===== config.mk =====
export PLATFORM = sky130hd
export DESIGN_NAME = program_loader
export DESIGN_NICKNAME = d
export VERILOG_FILES = /design/src/rtl/program_loader.sv
export SDC_FILE = /design/constraint.sdc
export NUM_CORES = 1
export LEC_CHECK = 0
export CAP_MARGIN = 0
export CELL_PAD_IN_SITES_DETAIL_PLACEMENT = 1
export CELL_PAD_IN_SITES_GLOBAL_PLACEMENT = 1
export CORE_MARGIN = 2
export CORE_UTILIZATION = 38
export DETAILED_ROUTE_END_ITERATION = 8
export PLACE_DENSITY_LB_ADDON = 0.1
export SLEW_MARGIN = 20
export SYNTH_ARGS = -nofsm -noshare
export SYNTH_HDL_FRONTEND = slang
export SYNTH_SLANG_ARGS = --single-unit

===== constraint.sdc =====
create_clock -name Clock -period 2.9 [get_ports Clock]
set_clock_uncertainty 0.1 [all_clocks]
set_input_delay 0.29 -clock Clock [delete_from_list [all_inputs] [get_ports Clock]]
set_output_delay 0.29 -clock Clock [all_outputs]
set_load 0.005 [all_outputs]

===== src/rtl/program_loader.sv =====
// -----------------------------------------------------------------------------
// program_loader
// Fills instruction memory from a byte stream so the CPU can fetch by PC later.
// Stream format: 16-bit big-endian word count N, then N big-endian 24-bit
// instructions (3 bytes each). One memory write is issued per instruction at
// BASE_ADDR, BASE_ADDR+1, ... The CPU fetch stage is held off while loading.
//
// Ports:
//   Clock, Reset      rising-edge clock, synchronous active-high reset
//   Start             one-cycle pulse; begins a load from IDLE, DONE or ERR
//   InByte/InValid/   byte stream input
//   InReady
//   WrEn/WrAddr/      instruction memory write port (registered, 1-cycle pulse)
//   WrData
//   Busy, CpuHold     load in progress (including the trailing write cycle)
//   Done, Error       sticky completion / length-overflow flags
//   WordsWritten      words written in the current or last load
//   dbg_state         current FSM state, for observation only
//
// Handshake: a byte transfers on a rising edge where InValid & InReady are
// both 1. InReady depends only on the current state, never on InValid.
// InValid may be held low for any number of cycles; the loader just waits.
// -----------------------------------------------------------------------------
module program_loader #(
  parameter logic [23:0] BASE_ADDR = 24'd0,
  parameter int          DEPTH_W   = 8
) (
  input  logic        Clock,
  input  logic        Reset,
  input  logic        Start,
  input  logic [7:0]  InByte,
  input  logic        InValid,
  output logic        InReady,
  output logic        WrEn,
  output logic [23:0] WrAddr,
  output logic [23:0] WrData,
  output logic        Busy,
  output logic        Done,
  output logic        Error,
  output logic [15:0] WordsWritten,
  output logic        CpuHold,
  output logic [2:0]  dbg_state
);

  typedef enum logic [2:0] {
    IDLE   = 3'd0,
    LEN_HI = 3'd1,
    LEN_LO = 3'd2,
    B0     = 3'd3,
    B1     = 3'd4,
    B2     = 3'd5,
    DONE   = 3'd6,
    ERR    = 3'd7
  } state_t;

  // Largest accepted word count; 17 bits so 2^16 is representable.
  localparam logic [16:0] MAX_WORDS = 17'(1) << DEPTH_W;

  state_t      state;
  logic [15:0] len;
  logic [7:0]  byte0;
  logic [7:0]  byte1;
  logic        xfer;
  logic [15:0] len_next;
  logic        last_word;

  assign InReady   = (state == LEN_HI) || (state == LEN_LO) ||
                     (state == B0) || (state == B1) || (state == B2);
  assign xfer      = InValid && InReady;
  assign len_next  = {len[15:8], InByte};
  // WordsWritten still holds the pre-increment count during the B2 transfer.
  assign last_word = ((WordsWritten + 16'd1) == len);

  // Busy covers the streaming states plus the cycle the final write is on
  // the bus (state already DONE, WrEn still high).
  assign Busy      = InReady || WrEn;
  assign CpuHold   = Busy;
  assign dbg_state = state;

  always_ff @(posedge Clock) begin
    if (Reset) begin
      state        <= IDLE;
      len          <= 16'd0;
      byte0        <= 8'd0;
      byte1        <= 8'd0;
      WrEn         <= 1'b0;
      WrAddr       <= 24'd0;
      WrData       <= 24'd0;
      Done         <= 1'b0;
      Error        <= 1'b0;
      WordsWritten <= 16'd0;
    end else begin
      WrEn <= 1'b0;
      case (state)
        IDLE, DONE, ERR: begin
          if (Start) begin
            state        <= LEN_HI;
            Done         <= 1'b0;
            Error        <= 1'b0;
            WordsWritten <= 16'd0;
          end
        end
        LEN_HI: begin
          if (xfer) begin
            len[15:8] <= InByte;
            state     <= LEN_LO;
          end
        end
        LEN_LO: begin
          if (xfer) begin
            len[7:0] <= InByte;
            if (len_next == 16'd0) begin
              state <= DONE;
              Done  <= 1'b1;
            end else if ({1'b0, len_next} > MAX_WORDS) begin
              state <= ERR;
              Error <= 1'b1;
            end else begin
              state <= B0;
            end
          end
        end
        B0: begin
          if (xfer) begin
            byte0 <= InByte;
            state <= B1;
          end
        end
        B1: begin
          if (xfer) begin
            byte1 <= InByte;
            state <= B2;
          end
        end
        B2: begin
          if (xfer) begin
            WrEn         <= 1'b1;
            WrData       <= {byte0, byte1, InByte};
            WrAddr       <= BASE_ADDR + 24'(WordsWritten);
            WordsWritten <= WordsWritten + 16'd1;
            if (last_word) begin
              state <= DONE;
              Done  <= 1'b1;
            end else begin
              state <= B0;
            end
          end
        end
        default: state <= IDLE;
      endcase
    end
  end

endmodule


==> flow_summary.ini, run 1 <==
[floorplan]
die_h_um = 111
die_x_um = 111
io_pins = 85
core_um2 = 11300
start_util_pct = 38.5
rows = 39
die-area_um2 = 12300

[placed_design]
dp_hpwl_um = 9150
port-buffer-count = 76
finalWeightedCongestion = 0.813
placed_cells = 752

[synthesis]
ys_types = 62
synth-seq-cells = 94
synth_top_area_cell = dfxtp_1
synth-main-ff-cell = dfxtp_1
ys_seq_area_share_pct = 43.2
synth_top_area_share_pct = 43.2
syn_inst = 550
synth.avg_cell_area_um2 = 7.92
async_flop_share_pct = 0
syn-cell-area_um2 = 4360
ys_top_cells_by_area = dfxtp_1 (43%), nand2_1 (12%), a21oi_1 (9.7%), xnor2_1 (3.2%), clkbuf_1 (2.3%)
yosysWarnings = 0
synth_edf_count = 0

[grt]
grt.total_usage_pct = 21.5
first_global_vias = 4188
grt_remaining_overflow = 0
grt_pass1_wl_um = 21300
grt_start_max_net_pins = 59
antenna_found_initial = 0

[detailed_routing]
wl_per_cell_um = 16.8
first_iter_violations = 131
drc = 0
firstDrtPassIters = 4
via_count = 4049
wl_um = 12900
vias_per_cell = 5.27
ant_nets = 0

[timing]
period_share_pct = 87.8
drv_slew = 0
max_freq_mhz = 393
setup_viol = 0
period_needed_ps = 2550
finalSetupTns_ps = 0
grt_setup_unrepaired = false
worst-slew-pin-transition_ps = 689
relSlewSlack_pct = 54.0
hold_viol_final = 0

[worst_setup_path]
cp-start-kind = flop
cp.arrival_ps = 2160
required_ps = 2510
worstPathCellList = nand2_1 -> nand2_1 -> nand2b_1 -> clkdlybuf4s50_1
path_class = flop to output pin
crit_path_max_incr_delay_ps = 760
slowest_stage = dfxtp_1
cp_common_cell = nand2_1
worstPathMaxFanout = 21
cp-end-kind = output pin

[clock_tree]
root_buffer = clkbuf_16
holdBufCountCts = 0
cts_buffers = 9
clk_pin_slew_ps = 70
clockBufferDepth = 2
post-cts-setup-buffers = 0
cts_max_level = 3
clk_latency_ps = 350
cts_tree = yes
cts_resized = 0
numClockSinks = 94

[power]
peakVddDrop_v = 0.000326
p_total_mw = 2.76
powerDensity_nw_per_um2 = 495
p_leak_nw = 1.93

[cells_and_area]
final_nets = 633
antenna_cells = 0
fin_cells = 768
drive_above_1_share_pct = 9.60
layout_common_cells = nand2_1 (145), dfxtp_1 (94), a21oi_1 (84)
layout_commonest_cell = nand2_1
syn2layout_area_growth_pct = 28.1

[flow_run]
drv_cap = 0

[outcome]
status = completed

[hold_path]
hold_path_class = flop to flop
[report_power, final]
group / switching (mW) / leakage, nW / internal [mW] / total (mW)
clock: 0.523 / 0.139 / 0.632 / 1.16
sequential: 0.0289 / 0.758 / 1.31 / 1.34
combinational: 0.152 / 1.04 / 0.118 / 0.270
total: 0.704 / 1.93 / 2.06 / 2.76
[through the flow]
stage / hold slack (ps) / instance area [um^2] / utilization [%] / setup WS [ps]
2_1_floorplan: 326 / 4380 / - / 682
4_1_cts: 343 / 5580 / 49.3 / 381
5_1_grt: 376 / 5580 / 49.3 / 223
3_5_place_dp: 350 / 5290 / 46.8 / 417
3_3_place_gp: 342 / 5290 / 46.8 / 536
6_report: 355 / 5580 / 49.3 / 355
[worst max-delay path: cells and delay by family, from the launching register on]
kind,cells,cell delay (ps)
buf+inv,1,450
simple gates,3,590
flops,1,760
[per-layer routing]
layer  track usage (%)  part of all wire [%]  routed length [um]  vias to the layer above
met2              36.2                    49                6280                       87
met3              3.88                   3.7                 473                       24
met5                 0                     0                   0                        -
met1              26.8                    45                5810                     1937
met4              9.96                   2.6                 331                        0
li1                  -                     -                   -                     2001
[cell families after synthesis]
family          Yosys count  synth area share, %
compound gates          126                 16.3
xor+xnor                 28                 5.80
fa+ha+maj                 1                0.287
buf+inv                  57                 6.00
flops                    94                 43.2
mux                       8                 1.84
other cells               1               0.0861
simple gates            235                 26.5
[cell usage after synthesis, types with 7 or more instances]
library cell / number
nand2_1: 145
dfxtp_1: 94
a21oi_1: 84
clkbuf_1: 27
nor2_1: 24
o21ai_0: 19
xnor2_1: 16
xor2_1: 11
buf_4: 10
mux2i_1: 8
buf_2: 7
nor3_1: 7
nor4_1: 7
[cell type report]
cell class                 instances  area (um^2)
tap                              143          179
clock buffer                      12          256
fill                            1372         5740
multi-input combinational        406         2250
inverter                           6         22.5
clock inverter                     4         30.0
sequential                        94         1880
timing repair buffer             103          958
[worst paths after layout]
path,from,endpoint,slack (ps),cells past startpoint
min,WrAddr[6],WrAddr[6],350,2
max,dbg_state[2],CpuHold,350,4
max reg2reg,WordsWritten[1],dbg_state[0],430,8
min reg2reg,WrAddr[6],WrAddr[6],350,2
[sequential cells by signal, indices dropped and copies added, names as in the netlist]
signal        count
dbg_state         3
Error             1
byte1             8
WrData           24
WrAddr           16
len              16
Done              1
WrEn              1
WordsWritten     16
byte0             8
Note: power is estimated with default switching activity, not from simulation.
==> run 2: changes to the inputs <==
--- a/config.mk
+++ b/config.mk
@@ -5,12 +5,14 @@
 export SDC_FILE = /design/constraint.sdc
 export NUM_CORES = 1
 export LEC_CHECK = 0
+export ABC_AREA = 1
 export CAP_MARGIN = 0
 export CELL_PAD_IN_SITES_DETAIL_PLACEMENT = 1
 export CELL_PAD_IN_SITES_GLOBAL_PLACEMENT = 1
 export CORE_MARGIN = 2
-export CORE_UTILIZATION = 38
+export CORE_UTILIZATION = 37
 export DETAILED_ROUTE_END_ITERATION = 8
+export GPL_TIMING_DRIVEN = 0
 export PLACE_DENSITY_LB_ADDON = 0.1
 export SLEW_MARGIN = 20
 export SYNTH_ARGS = -nofsm -noshare
==> run 2 against run 1 <==
Net effect:
- global-route usage increased by 1.7 points
- synthesized area decreased by 3.2%
- design area decreased by 1.6%
- wire length increased by 7.7%
- cell count increased by 7.4%
- die area decreased by 0.61%
- largest power group unchanged
- fmax increased by 2.0%
- largest cell class unchanged
- critical path type unchanged
- sequential power increased by 20%
- total power increased by 51%
- highest routed layer unchanged
- sequential share of layout area increased by 0.56 points
- setup slack improved by 49 ps
==> flow_summary.ini, run 2 <==
[placed_design]
finalWeightedCongestion = 0.863
dp_hpwl_um = 10500
port-buffer-count = 75
pre_cts_slack_ps = 526

[timing]
worst-slew-pin-transition_ps = 705
grt_setup_unrepaired = false
period_needed_ps = 2500
relSlewSlack_pct = 53.0
drv_slew = 0
hold_viol_final = 0
max_freq_mhz = 401
layout_setup_ws_ps = 403
period_share_pct = 86.1
finalSetupTns_ps = 0
setup_viol = 0

[synthesis]
synth-main-ff-cell = dfxtp_1
synth_top_area_cell = dfxtp_1
ys_top_cells_by_area = dfxtp_1 (45%), o21ai_0 (9.1%), a21oi_1 (8.9%), nand2_1 (8.6%), nor2_1 (5.5%)
yosysWarnings = 0
synth_top_area_share_pct = 44.7
synth.avg_cell_area_um2 = 7.18
syn_inst = 587
netlist_top_cells_count = nand2_1 (96), dfxtp_1 (94), o21ai_0 (77)
ys_types = 34
syn-cell-area_um2 = 4210
ys_seq_area_share_pct = 44.7
synth_edf_count = 0
synth_most_common_cell = nand2_1
async_flop_share_pct = 0
synth-seq-cells = 94

[detailed_routing]
wl_um = 13900
drc = 0
firstDrtPassIters = 4
wl_per_cell_um = 16.8
ant_nets = 0
vias_per_cell = 5.18
via_count = 4277
first_iter_violations = 208

[floorplan]
core_um2 = 11000
rows = 38
start_util_pct = 38.4
die_x_um = 111
die-area_um2 = 12300
io_pins = 85
die_h_um = 111

[cells_and_area]
antenna_cells = 0
largest-register = WrData
layout_commonest_cell = nand2_1
layout_common_cells = nand2_1 (96), dfxtp_1 (94), o21ai_0 (77)
final_nets = 693
syn2layout_area_growth_pct = 30.2
largest_reg_flops = 24
drive_above_1_share_pct = 8.18

[flow_run]
drv_cap = 0

[clock_tree]
cts_tree = yes
cts_buffers = 9
numClockSinks = 94
root_buffer = clkbuf_16
post-cts-setup-buffers = 0
holdBufCountCts = 0
cts_max_level = 3
cts_resized = 0
clk_latency_ps = 340
clk_pin_slew_ps = 70
clockBufferDepth = 2

[power]
peakVddDrop_v = 0.000383
p_leak_nw = 2.19
powerDensity_nw_per_um2 = 760

[hold_path]
hold_path_class = primary input to flop

[worst_setup_path]
required_ps = 2510
critPathTopFamily = buffers and inverters
cp-start-kind = flop
cp.arrival_ps = 2110
worstPathCellList = inv_1 -> o21ai_1 -> nor2_1 -> inv_2 -> or2_2 -> buf_4 -> clkdlybuf4s50_1
worstPathMaxFanout = 7
path_buf_inv = 4
crit_path_max_incr_delay_ps = 480
cp-end-kind = output pin
path_class = flop to output pin
slowest_stage = clkdlybuf4s50_1

[grt]
grt_start_max_net_pins = 17
antenna_found_initial = 0
grt.total_usage_pct = 23.2
grt_remaining_overflow = 0
grt_pass1_wl_um = 22900
first_global_vias = 4427

[outcome]
status = completed
==> run 2: final timing paths <==
kind	startpoint	end	slack, ps	depth (start not counted)
min reg2reg	byte1[3]	byte1[3]	370	2
max reg2reg	WordsWritten[0]	dbg_state[2]	480	15
min	InValid	byte1[3]	220	3
max	dbg_state[0]	CpuHold	400	7
==> run 2: power by group <==
group	internal, mW	total (mW)	switching (mW)
logic	0.517	1.26	0.743
registers	1.44	1.61	0.173
clock network	0.763	1.30	0.535
==> run 2: layout make-up <==
type                       count  area [um^2]
buffer                        34          166
inverter                      57          214
timing repair buffer          75          751
clock buffer                  10          229
multi-input combinational    409         1980
clock inverter                 6         92.6
sequential                    94         1880
fill                        1432         5500
tap                          140          175
==> run 2: metal layers <==
layer  vias up  track usage, %  share of wire (%)
li1       2114               -                  -
met1      2028            30.4                 47
met2       112            38.1                 46
met3        23            4.59                4.2
met4         0            8.50                2.4
met5         -               0                  0
==> run 2: cell families after synthesis <==
family	synth area share, %
and+or+nand+nor	24.2
buffers and inverters	9.03
DFF	44.7
xor gates and xnor gates	1.16
AOI/OAI and AO/OA	20.6
other	0.0890
adders and majority gates	0.297
==> run 2: worst reg2reg max path: stages (launching register included) <==
cell and delay, ps:
dfxtp_1 480, ha_1 300, nand2_2 130, nor2_4 220, nand2_1 90, nand3_1 70
nand2_1 50, inv_1 60, nand2_1 50, nor2_1 100, nand3_1 130, nor2_2 160
nand3_1 120, nand2_1 120, nand2_1 70, a21oi_2 100
==> run 2: metrics by stage <==
step / cells / area [um^2] / hold WS (ps) / utilization, % / total power, mW
2_1_floorplan: 594 / 4240 / 330 / - / 2.35
3_3_place_gp: 809 / 5170 / 339 / 47.0 / 2.85
3_5_place_dp: 809 / 5170 / 351 / 47.0 / 2.88
4_1_cts: 825 / 5490 / 217 / 50.0 / 4.19
5_1_grt: 825 / 5490 / 260 / 50.0 / 4.43
6_report: 825 / 5490 / 224 / 50.0 / 4.17
==> run 3: changes to the inputs <==
--- a/config.mk
+++ b/config.mk
@@ -10,8 +10,9 @@
 export CELL_PAD_IN_SITES_DETAIL_PLACEMENT = 1
 export CELL_PAD_IN_SITES_GLOBAL_PLACEMENT = 1
 export CORE_MARGIN = 2
-export CORE_UTILIZATION = 37
+export CORE_UTILIZATION = 45
 export DETAILED_ROUTE_END_ITERATION = 8
+export DONT_BUFFER_PORTS = 1
 export GPL_TIMING_DRIVEN = 0
 export PLACE_DENSITY_LB_ADDON = 0.1
 export SLEW_MARGIN = 20
==> run 3 against run 2 <==
Net effect:
- largest cell class unchanged
- global-route usage up 4.1 points
- hold slack worse by 220 ps
- clock-buffer cell count unchanged
- wire length down 3.7%
- combinational power down 18%
==> flow_summary.ini, run 3 (synthesized netlist as in run 2, its figures left out) <==
[outcome]
status = completed

[detailed_routing]
drc = 0
ant_nets = 0
firstDrtPassIters = 4
via_count = 4008
first_iter_violations = 130
wl_um = 13400
wl_per_cell_um = 18.5
vias_per_cell = 5.54

[floorplan]
die_h_um = 101
start_util_pct = 46.0
die_x_um = 101
die-area_um2 = 10200
io_pins = 85
core_um2 = 9150
rows = 35

[cells_and_area]
drive_above_1_share_pct = 9.15
antenna_cells = 0
largest_reg_flops = 24
layout_common_cells = nand2_1 (96), dfxtp_1 (94), o21ai_0 (77)
multi_input_area_um2 = 1980
layout_commonest_cell = nand2_1
nFillCells = 1218
final_area_um2 = 4600
largest-register = WrData
final_nets = 620
syn2layout_area_growth_pct = 9.06
seqCellArea_um2 = 1880

[worst_setup_path]
path_class = flop to flop
reg2reg_from = WordsWritten[0]
worstPathMaxFanout = 6
cp-end-kind = flop
ff2ff_path_depth = 13
required_ps = 3090
cp-start-kind = flop
crit_start = WordsWritten[0]
crit_path_end = dbg_state[2]
r2r-end = dbg_state[2]
r2r_setup_slack_ps = 440
cp.arrival_ps = 2650

[grt]
grt.total_usage_pct = 27.4
grt_remaining_overflow = 0
antenna_found_initial = 0
first_global_vias = 4059
grt_start_max_net_pins = 17
grt_pass1_wl_um = 21300

[power]
peakVddDrop_v = 0.000344
powerDensity_nw_per_um2 = 776
p_leak_nw = 1.88

[placed_design]
dp_hpwl_um = 10000
placed_cell_area_um2 = 4380
port-buffer-count = 0
finalWeightedCongestion = 0.870

[clock_tree]
clockBufferDepth = 2
cts_max_level = 3
numClockSinks = 94
clk_latency_ps = 370
cts_tree = yes
clk_pin_slew_ps = 110
cts_buffers = 9
cts_resized = 0
root_buffer = clkbuf_8

[timing]
period_share_pct = 84.7
hold_viol_final = 0
max_freq_mhz = 407
drv_slew = 0
worst-slew-pin-transition_ps = 681
setup_viol = 0
relSlewSlack_pct = 54.6
grt_setup_unrepaired = false
period_needed_ps = 2460
finalSetupTns_ps = 0

[hold_path]
hold_path_class = primary input to flop

[flow_run]
drv_cap = 0
==> run 3: final cells by class <==
| type | count | share of cell area, % |
|---|---|---|
| Multi-Input combinational cell | 409 | 43.0 |
| Sequential cell | 94 | 40.9 |
| Inverter | 57 | 4.66 |
| Buffer | 34 | 3.62 |
| Tap cell | 111 | 3.02 |
| Clock buffer | 10 | 2.78 |
| Clock inverter | 6 | 1.50 |
| Timing Repair Buffer | 2 | 0.436 |
==> run 3: worst max-delay path, cell delays in order, from the launching register on <==
cell and delay [ps]:
dfxtp_1 490, ha_1 300, nand3_1 200, nor2_2 230, nand2_1 110, nand3_1 100, nand2_1 80, nor2_1 100
nand3_1 130, nor2_2 140, nand3_1 110, nand2_1 120, nand2_1 60, a21oi_2 120
==> run 3: routing by layer <==
layer	GRT usage (%)	part of all wire, %	vias to the layer above
met5	0	0	-
met1	34.2	45	1925
li1	-	-	1966
met2	45.6	47	97
met4	10.5	2.3	0
met3	6.66	5.7	20
==> run 3: stage by stage <==
step                std cells  utilization [%]  total power, mW  hold WS [ps]  setup WS (ps)
floorplan                 594                -             2.35           330           1000
global placement          705             47.8             2.61           341            604
detailed placement        705             47.8             2.66           355            488
CTS                       723             50.2             3.56         0.377            447
global route              723             50.2             3.78          8.10            264
finish                    723             50.2             3.57          5.08            445
==> run 3: what timing repair did <==
item,4_1_cts,5_1_grt
hold endpoints to repair,2,0
hold buffers,2,0
setup buffers,0,0
==> run 3: how the worst min path moves through the flow <==
stage	startpoint	endpoint	depth (start not counted)
after floorplan	byte1[5]	WrData[13]	2
after global placement	byte1[6]	byte1[6]	2
after detailed placement	byte1[1]	WrData[9]	2
after CTS	InByte[4]	byte1[4]	2
after global routing	InByte[4]	byte1[4]	2
final	InByte[4]	byte1[4]	2
==> run 3: report_power, final <==
| part | switching, mW | internal (mW) |
|---|---|---|
| registers | 0.191 | 1.44 |
| clock network | 0.503 | 0.406 |
| logic | 0.699 | 0.327 |
